**config.mk**
```make
export PLATFORM = sky130hd
export DESIGN_NAME = axi_wr_frontend_flat
export DESIGN_NICKNAME = d
export VERILOG_FILES = /design/src/rtl/axi_wr_frontend_if.sv /design/src/rtl/axi_wr_frontend.sv /design/src/flat_wrapper.sv
export SDC_FILE = /design/constraint.sdc
export NUM_CORES = 1
export LEC_CHECK = 0
export ABC_CLOCK_PERIOD_IN_PS = 1600
export CAP_MARGIN = 5
export CELL_PAD_IN_SITES_DETAIL_PLACEMENT = 1
export CELL_PAD_IN_SITES_GLOBAL_PLACEMENT = 2
export CORE_MARGIN = 2
export CORE_UTILIZATION = 26
export CTS_CLUSTER_SIZE = 40
export DETAILED_ROUTE_END_ITERATION = 8
export GPL_TIMING_DRIVEN = 0
export PLACE_DENSITY_LB_ADDON = 0.1
export SLEW_MARGIN = 40
export SYNTH_ARGS = -nofsm -noshare
export SYNTH_HDL_FRONTEND = slang
export SYNTH_SLANG_ARGS = --single-unit
```
**constraint.sdc**
```tcl
create_clock -name clk -period 1.6 [get_ports clk]
set_input_delay 0.32 -clock clk [delete_from_list [all_inputs] [get_ports clk]]
set_output_delay 0.32 -clock clk [all_outputs]
set_load 0.01 [all_outputs]
```
**src/rtl/axi_wr_frontend_if.sv**
```systemverilog
// AXI write-channel bundle plus the packet handoff towards the converter arbiter.
// slave is the front-end's view; master is the client/converter side.
interface axi_wr_frontend_if;
    logic         awvalid;
    logic         awready;
    logic [3:0]   awid;
    logic [3:0]   awlen;
    logic [31:0]  awaddr;
    logic         wvalid;
    logic         wready;
    logic [3:0]   wid;
    logic [31:0]  wdata;
    logic         wlast;
    logic         bvalid;
    logic         bready;
    logic [3:0]   bid;
    logic [1:0]   bresp;
    logic         pkt_vld;
    logic [551:0] pkt;
    logic         pkt_taken;

    modport slave (
        input  awvalid, awid, awlen, awaddr,
        input  wvalid, wid, wdata, wlast,
        input  bready, pkt_taken,
        output awready, wready, bvalid, bid, bresp, pkt_vld, pkt
    );

    modport master (
        output awvalid, awid, awlen, awaddr,
        output wvalid, wid, wdata, wlast,
        output bready, pkt_taken,
        input  awready, wready, bvalid, bid, bresp, pkt_vld, pkt
    );
endinterface

```
**src/rtl/axi_wr_frontend.sv**
```systemverilog
// Per-client AXI write front-end: gathers one burst (1-16 beats) into a packet,
// holds it for the arbiter until consumed, then returns the write response.
module axi_wr_frontend #(
    parameter bit CHECK_WID = 1'b1
) (
    input  logic             clk,
    input  logic             rst,
    axi_wr_frontend_if.slave bus
);

    typedef enum logic [1:0] {IDLE, DATA, PEND, RESP} state_t;

    state_t             r_state;
    state_t             w_next;
    logic [3:0]         r_id;
    logic [3:0]         r_len;
    logic [31:0]        r_addr;
    logic [15:0][31:0]  r_data;
    logic [3:0]         r_cnt;
    logic               r_err;

    logic               w_final;
    logic               w_beat_err;
    logic               w_awready;
    logic               w_wready;
    logic               w_bvalid;
    logic               w_pkt_vld;
    logic [3:0]         w_bid;
    logic [1:0]         w_bresp;

    always_comb begin
        w_next     = r_state;
        w_final    = bus.wlast || (r_cnt == r_len);
        w_beat_err = (bus.wlast != (r_cnt == r_len)) || (CHECK_WID && (bus.wid != r_id));
        case (r_state)
            IDLE:    if (bus.awvalid)             w_next = DATA;
            DATA:    if (bus.wvalid && w_final)   w_next = PEND;
            PEND:    if (bus.pkt_taken)           w_next = RESP;
            RESP:    if (bus.bready)              w_next = IDLE;
            default:                              w_next = IDLE;
        endcase

        // rst gates the outputs so they read 0 during the whole reset window,
        // not only after the first reset edge.
        w_awready = 1'b0;
        w_wready  = 1'b0;
        w_pkt_vld = 1'b0;
        w_bvalid  = 1'b0;
        w_bid     = '0;
        w_bresp   = '0;
        if (!rst) begin
            w_awready = (r_state == IDLE);
            w_wready  = (r_state == DATA);
            w_pkt_vld = (r_state == PEND);
            w_bvalid  = (r_state == RESP);
            if (r_state == RESP) begin
                w_bid   = r_id;
                w_bresp = r_err ? 2'b10 : 2'b00;
            end
        end
    end

    always_ff @(posedge clk) begin
        if (rst) begin
            r_state <= IDLE;
            r_id    <= '0;
            r_len   <= '0;
            r_addr  <= '0;
            r_data  <= '0;
            r_cnt   <= '0;
            r_err   <= 1'b0;
        end else begin
            r_state <= w_next;
            if (r_state == IDLE && bus.awvalid) begin
                r_id   <= bus.awid;
                r_len  <= bus.awlen;
                r_addr <= bus.awaddr;
                r_data <= '0;
                r_cnt  <= '0;
                r_err  <= 1'b0;
            end
            if (r_state == DATA && bus.wvalid) begin
                r_data[r_cnt] <= bus.wdata;
                if (!w_final) begin
                    r_cnt <= r_cnt + 4'd1;
                end
                if (w_beat_err) begin
                    r_err <= 1'b1;
                end
            end
        end
    end

    assign bus.awready = w_awready;
    assign bus.wready  = w_wready;
    assign bus.bvalid  = w_bvalid;
    assign bus.bid     = w_bid;
    assign bus.bresp   = w_bresp;
    assign bus.pkt_vld = w_pkt_vld;
    assign bus.pkt     = rst ? '0 : {r_id, r_len, r_addr, r_data};

endmodule

```
**src/flat_wrapper.sv**
```systemverilog
// flat-port wrapper written by rule: the top's interface ports become plain ports
module axi_wr_frontend_flat 
#(
    parameter bit CHECK_WID = 1'b1
)
  (clk, rst, bus_awvalid, bus_awid, bus_awlen, bus_awaddr, bus_wvalid, bus_wid, bus_wdata, bus_wlast, bus_bready, bus_pkt_taken, bus_awready, bus_wready, bus_bvalid, bus_bid, bus_bresp, bus_pkt_vld, bus_pkt);
  axi_wr_frontend_if bus_i ();
  input  logic clk;
  input  logic rst;
  input wire logic [$bits(bus_i.awvalid)-1:0] bus_awvalid;
  input wire logic [$bits(bus_i.awid)-1:0] bus_awid;
  input wire logic [$bits(bus_i.awlen)-1:0] bus_awlen;
  input wire logic [$bits(bus_i.awaddr)-1:0] bus_awaddr;
  input wire logic [$bits(bus_i.wvalid)-1:0] bus_wvalid;
  input wire logic [$bits(bus_i.wid)-1:0] bus_wid;
  input wire logic [$bits(bus_i.wdata)-1:0] bus_wdata;
  input wire logic [$bits(bus_i.wlast)-1:0] bus_wlast;
  input wire logic [$bits(bus_i.bready)-1:0] bus_bready;
  input wire logic [$bits(bus_i.pkt_taken)-1:0] bus_pkt_taken;
  output wire logic [$bits(bus_i.awready)-1:0] bus_awready;
  output wire logic [$bits(bus_i.wready)-1:0] bus_wready;
  output wire logic [$bits(bus_i.bvalid)-1:0] bus_bvalid;
  output wire logic [$bits(bus_i.bid)-1:0] bus_bid;
  output wire logic [$bits(bus_i.bresp)-1:0] bus_bresp;
  output wire logic [$bits(bus_i.pkt_vld)-1:0] bus_pkt_vld;
  output wire logic [$bits(bus_i.pkt)-1:0] bus_pkt;
  assign bus_i.awvalid = bus_awvalid;
  assign bus_i.awid = bus_awid;
  assign bus_i.awlen = bus_awlen;
  assign bus_i.awaddr = bus_awaddr;
  assign bus_i.wvalid = bus_wvalid;
  assign bus_i.wid = bus_wid;
  assign bus_i.wdata = bus_wdata;
  assign bus_i.wlast = bus_wlast;
  assign bus_i.bready = bus_bready;
  assign bus_i.pkt_taken = bus_pkt_taken;
  assign bus_awready = bus_i.awready;
  assign bus_wready = bus_i.wready;
  assign bus_bvalid = bus_i.bvalid;
  assign bus_bid = bus_i.bid;
  assign bus_bresp = bus_i.bresp;
  assign bus_pkt_vld = bus_i.pkt_vld;
  assign bus_pkt = bus_i.pkt;
  axi_wr_frontend #(.CHECK_WID(CHECK_WID)) u_core (.clk(clk), .rst(rst), .bus(bus_i));
endmodule
```
==> impl_metrics.env <==
export IMPL_wirelength_um=162000
export IMPL_peakVddDrop_mv=0.601
export IMPL_yosys_warnings=0
export IMPL_gr_total_overflow=0
export IMPL_post_synth_top_count_cell="nor2b_1"
export IMPL_routabilityCongestion=0.827
export IMPL_h_tree_depth=3
export IMPL_power_switching_share=0.325
export IMPL_antenna_left=0
export IMPL_start_kind="flop"
export IMPL_min_from="bus_wdata[25]"
export IMPL_drv_cap=0
export IMPL_drtIter0Drc=2282
export IMPL_worstHoldPathType="input pin to flop"
export IMPL_post_route_util=0.421
export IMPL_nets=4276
export IMPL_fmax_ghz=0.482
export IMPL_endpoint_kind="output port"
export IMPL_pwr_share_seq=0.355
export IMPL_synth_compound_area_frac=0.248
export IMPL_synthesis_nets=3428
export IMPL_cp_depth=6
export IMPL_placed_cells=5337
export IMPL_clock_latency_ns=0.65
export IMPL_port_buffers=610
export IMPL_synth_top_area_frac=0.415
export IMPL_yosys_top_cells_count="nor2b_1 (560), dfxtp_1 (559), a21oi_1 (556)"
export IMPL_dr_pass1_iters=6
export IMPL_synthDistinctLibCells=33
export IMPL_skew_ns=0.0194
export IMPL_cpMaxStageDelayCell="dfxtp_4"
export IMPL_r2r_start="u_core.r_state[1]$_SDFFE_PP0P_"
export IMPL_tightest_slew_ns=0.996
export IMPL_synthSimpleGateAreaFrac=0.246
export IMPL_area_delta_synth_final_pct=61.4
export IMPL_path_clk_slew_ns=0.06
export IMPL_holdPathStages=3
export IMPL_n_fill_cell=11700
export IMPL_grt_max_degree=12
export IMPL_synthFlopType="dfxtp_1"
export IMPL_core_area_um2=103000
export IMPL_path_common_cell="buf_6"
export IMPL_rsz0062_at_grt="true"
export IMPL_row_count=118
export IMPL_use_met1=0.382
export IMPL_grt_pass1_wl_um=222000
export IMPL_root_buffer="clkbuf_16"
export IMPL_slew_headroom=0.336
export IMPL_mappedNetlistArea_um2=26900
export IMPL_cts_tree="yes"
export IMPL_worstPathRequired_ns=1.28
export IMPL_crit_buf_inv=3
export IMPL_clock_sinks=559
export IMPL_clkPwrFrac=0.393
export IMPL_status="finished with violations"
export IMPL_reg2reg_depth=11
export IMPL_synthTopCellsByArea="dfxtp_1 (42%), o211ai_1 (14%), nor2b_1 (13%)"
export IMPL_finalCritPeriodShare=1.30
export IMPL_via_per_inst=5.31
export IMPL_clockBufferDepth=3
export IMPL_reg2reg_setup_slack_ns=-0.30
export IMPL_pwr_share_comb=0.252
export IMPL_path_max_fanout=4
export IMPL_stdcell_count=5614
export IMPL_vias=29800
export IMPL_hold_buffers=0
export IMPL_diodes=0
export IMPL_die_h_um=326
export IMPL_synth_sequential_area_ratio=0.415
export IMPL_grt_antenna_before_repair=6
export IMPL_synth_adder_area_share=0.00418
export IMPL_crit_arrival_ns=1.76
export IMPL_wl_per_cell_um=28.8
export IMPL_p_leak_nw=15.6
export IMPL_yosysTopAreaCell="dfxtp_1"
export IMPL_cpLargestDelayFamily="flip-flops"
export IMPL_fin_ws_ns=-0.475
export IMPL_drc_errors=0
export IMPL_dieArea_um2=106000
export IMPL_intPower_mw=27.6
export IMPL_hold_violations=0
export IMPL_worst_setup_path_type="flop to output port"
export IMPL_violations="setup timing"
export IMPL_synthXorXnorAreaFrac=0.00293
export IMPL_die_w_um=326
export IMPL_numCtsBuffers=71
export IMPL_final_setup_viol_count=734
export IMPL_avgSynthCellArea_um2=8.07
export IMPL_top_usage_layer="met2"
export IMPL_synth_top_family_by_area="compound AO/OA/AOI/OAI gates"
export IMPL_synth_edff_count=0
export IMPL_synthCells=3336
export IMPL_num_io_pins=645
export IMPL_min_period_ns=2.08
export IMPL_dp_hpwl_um=111000
export IMPL_track_usage=0.284
export IMPL_use_met2=0.475
export IMPL_p_per_area_nw_per_um2=939
export IMPL_slew_viol_final=0
export IMPL_grt_pass1_vias=29900
export IMPL_synth_async_reset_ratio=0
export IMPL_crit_path_max_incr_delay_ns=0.39
export IMPL_crit_start="u_core.r_state[0]$_SDFFE_PP0P_"
export IMPL_start_util=0.261
export IMPL_p_sw_mw=13.2
export IMPL_cp_cell_sequence="ha_4, nor2b_4, buf_6, buf_6, and2_4, buf_6"
export IMPL_yosys_register_bits=559
export IMPL_use_met3=0.0359
export IMPL_drive_gt1_frac=0.487
export IMPL_synth_area_mux_share=0.000372
-- worst register-to-register path, stage by stage, from the launching register on --
cell and delay (ns):
dfxtp_4 0.38, inv_4 0.06, ha_4 0.17, buf_6 0.13, buf_6 0.13, buf_6 0.11, and3_4 0.19, buf_12 0.15
buf_12 0.15, clkbuf_16 0.15, nand3_1 0.08, a21oi_1 0.06
-- kinds of logic after synthesis --
family                     count (synthesis)
xor gates and xnor gates                   9
AOI/OAI and AO/OA                       1074
other                                      1
buffers and inverters                    488
adders and majority gates                  9
muxes                                      1
DFF                                      559
and+or+nand+nor                         1195
-- through the flow --
step | power, mW | area [um2] | hold slack (ns) | TNS, ns | worst slack (ns)
finish | 40.8 | 43500 | 0.0955 | -101.91 | -0.475
global route | 42.1 | 43500 | 0.116 | -139.55 | -0.499
CTS | 39.3 | 40700 | 0.0784 | -113.70 | -0.526
detailed placement | 21.8 | 35200 | 0.442 | -1091.08 | -1.54
global placement | 21.7 | 34800 | 0.439 | -1228.22 | -1.64
floorplan | 18.4 | 27000 | 0.432 | 0 | 0.0102
-- cells in the final DEF (no fill, tap or decap), types with 3 or more instances in the layout --
| master | netlist | layout |
|---|---|---|
| o211ai_1 | 512 | 512 |
| dlygate4sd2_1 | 0 | 53 |
| dfxtp_4 | 0 | 27 |
| xor2_1 | 5 | 5 |
| buf_12 | 0 | 38 |
| and3_4 | 0 | 3 |
| clkdlybuf4s15_2 | 0 | 8 |
| clkbuf_4 | 0 | 43 |
| clkbuf_2 | 0 | 70 |
| and2_1 | 7 | 3 |
| clkinv_2 | 0 | 5 |
| ha_4 | 0 | 7 |
| clkbuf_8 | 0 | 50 |
| nand3_1 | 520 | 451 |
| clkdlybuf4s50_1 | 0 | 48 |
| buf_2 | 198 | 341 |
| nor2b_1 | 560 | 290 |
| nand3_4 | 0 | 26 |
| nand3_2 | 3 | 46 |
| nor2b_2 | 0 | 30 |
| nand3b_1 | 4 | 4 |
| buf_6 | 11 | 300 |
| dfxtp_2 | 0 | 405 |
| nor2b_4 | 0 | 240 |
| buf_16 | 0 | 12 |
| clkbuf_1 | 248 | 89 |
| buf_8 | 0 | 42 |
| and2_4 | 0 | 3 |
| inv_1 | 6 | 3 |
| a21oi_2 | 0 | 69 |
| and3b_2 | 0 | 3 |
| dfxtp_1 | 559 | 127 |
| clkbuf_16 | 0 | 105 |
| inv_6 | 0 | 4 |
| nand2_1 | 86 | 86 |
| buf_4 | 15 | 168 |
| a21oi_1 | 556 | 487 |
-- final timing paths --
check | endpoint
hold / removal | u_core.r_data[121]$_SDFF_PP0_
setup reg to reg | u_core.r_data[334]$_SDFF_PP0_
hold reg to reg | u_core.r_addr[16]$_SDFFE_PP0P_
setup / recovery | bus_bid[2]
-- registers in the layout, indices dropped and copies added, names as in the netlist --
register,count
u_core.r_data,512
u_core.r_cnt,4
u_core.r_id,4
u_core.r_state,2
u_core.r_addr,32
u_core.r_len,4
u_core.r_err,1
-- what timing repair did --
item                        CTS  global route
setup buffers                84            42
setup endpoints to repair  1120           938
gates cloned                  0            29
gates resized for setup    3697           582
pin swaps                     9           146
-- cell type report --
| cell class | instances | area (um2) | area share |
|---|---|---|---|
| timing repair buffer | 776 | 7150 | 0.164 |
| inverter | 6 | 25.0 | 0.000576 |
| buffer | 481 | 4190 | 0.0963 |
| sequential | 559 | 11800 | 0.271 |
| clock inverter | 12 | 128 | 0.00294 |
| tap | 1380 | 1730 | 0.0397 |
| multi-input combinational | 2289 | 16400 | 0.377 |
| clock buffer | 111 | 2090 | 0.0481 |
-- power by group through the flow --
stage / Sequential [mW] / Clock (mW) / Combinational [mW]
after global placement: 14.8 / 0 / 6.91
after detailed placement: 14.8 / 0 / 6.99
after floorplan: 14.7 / 0 / 3.78
final: 14.5 / 16.0 / 10.3
after global routing: 14.5 / 16.8 / 10.8
after CTS: 14.5 / 16.3 / 8.44
-- routing by layer --
metal / share of wire / vias to the layer above
met5: 0.000080 / -
met4: 0.025 / 2
met3: 0.051 / 187
met2: 0.48 / 977
met1: 0.44 / 15000
li1: - / 13600
No activity file was read; power rests on OpenSTA's default activity.
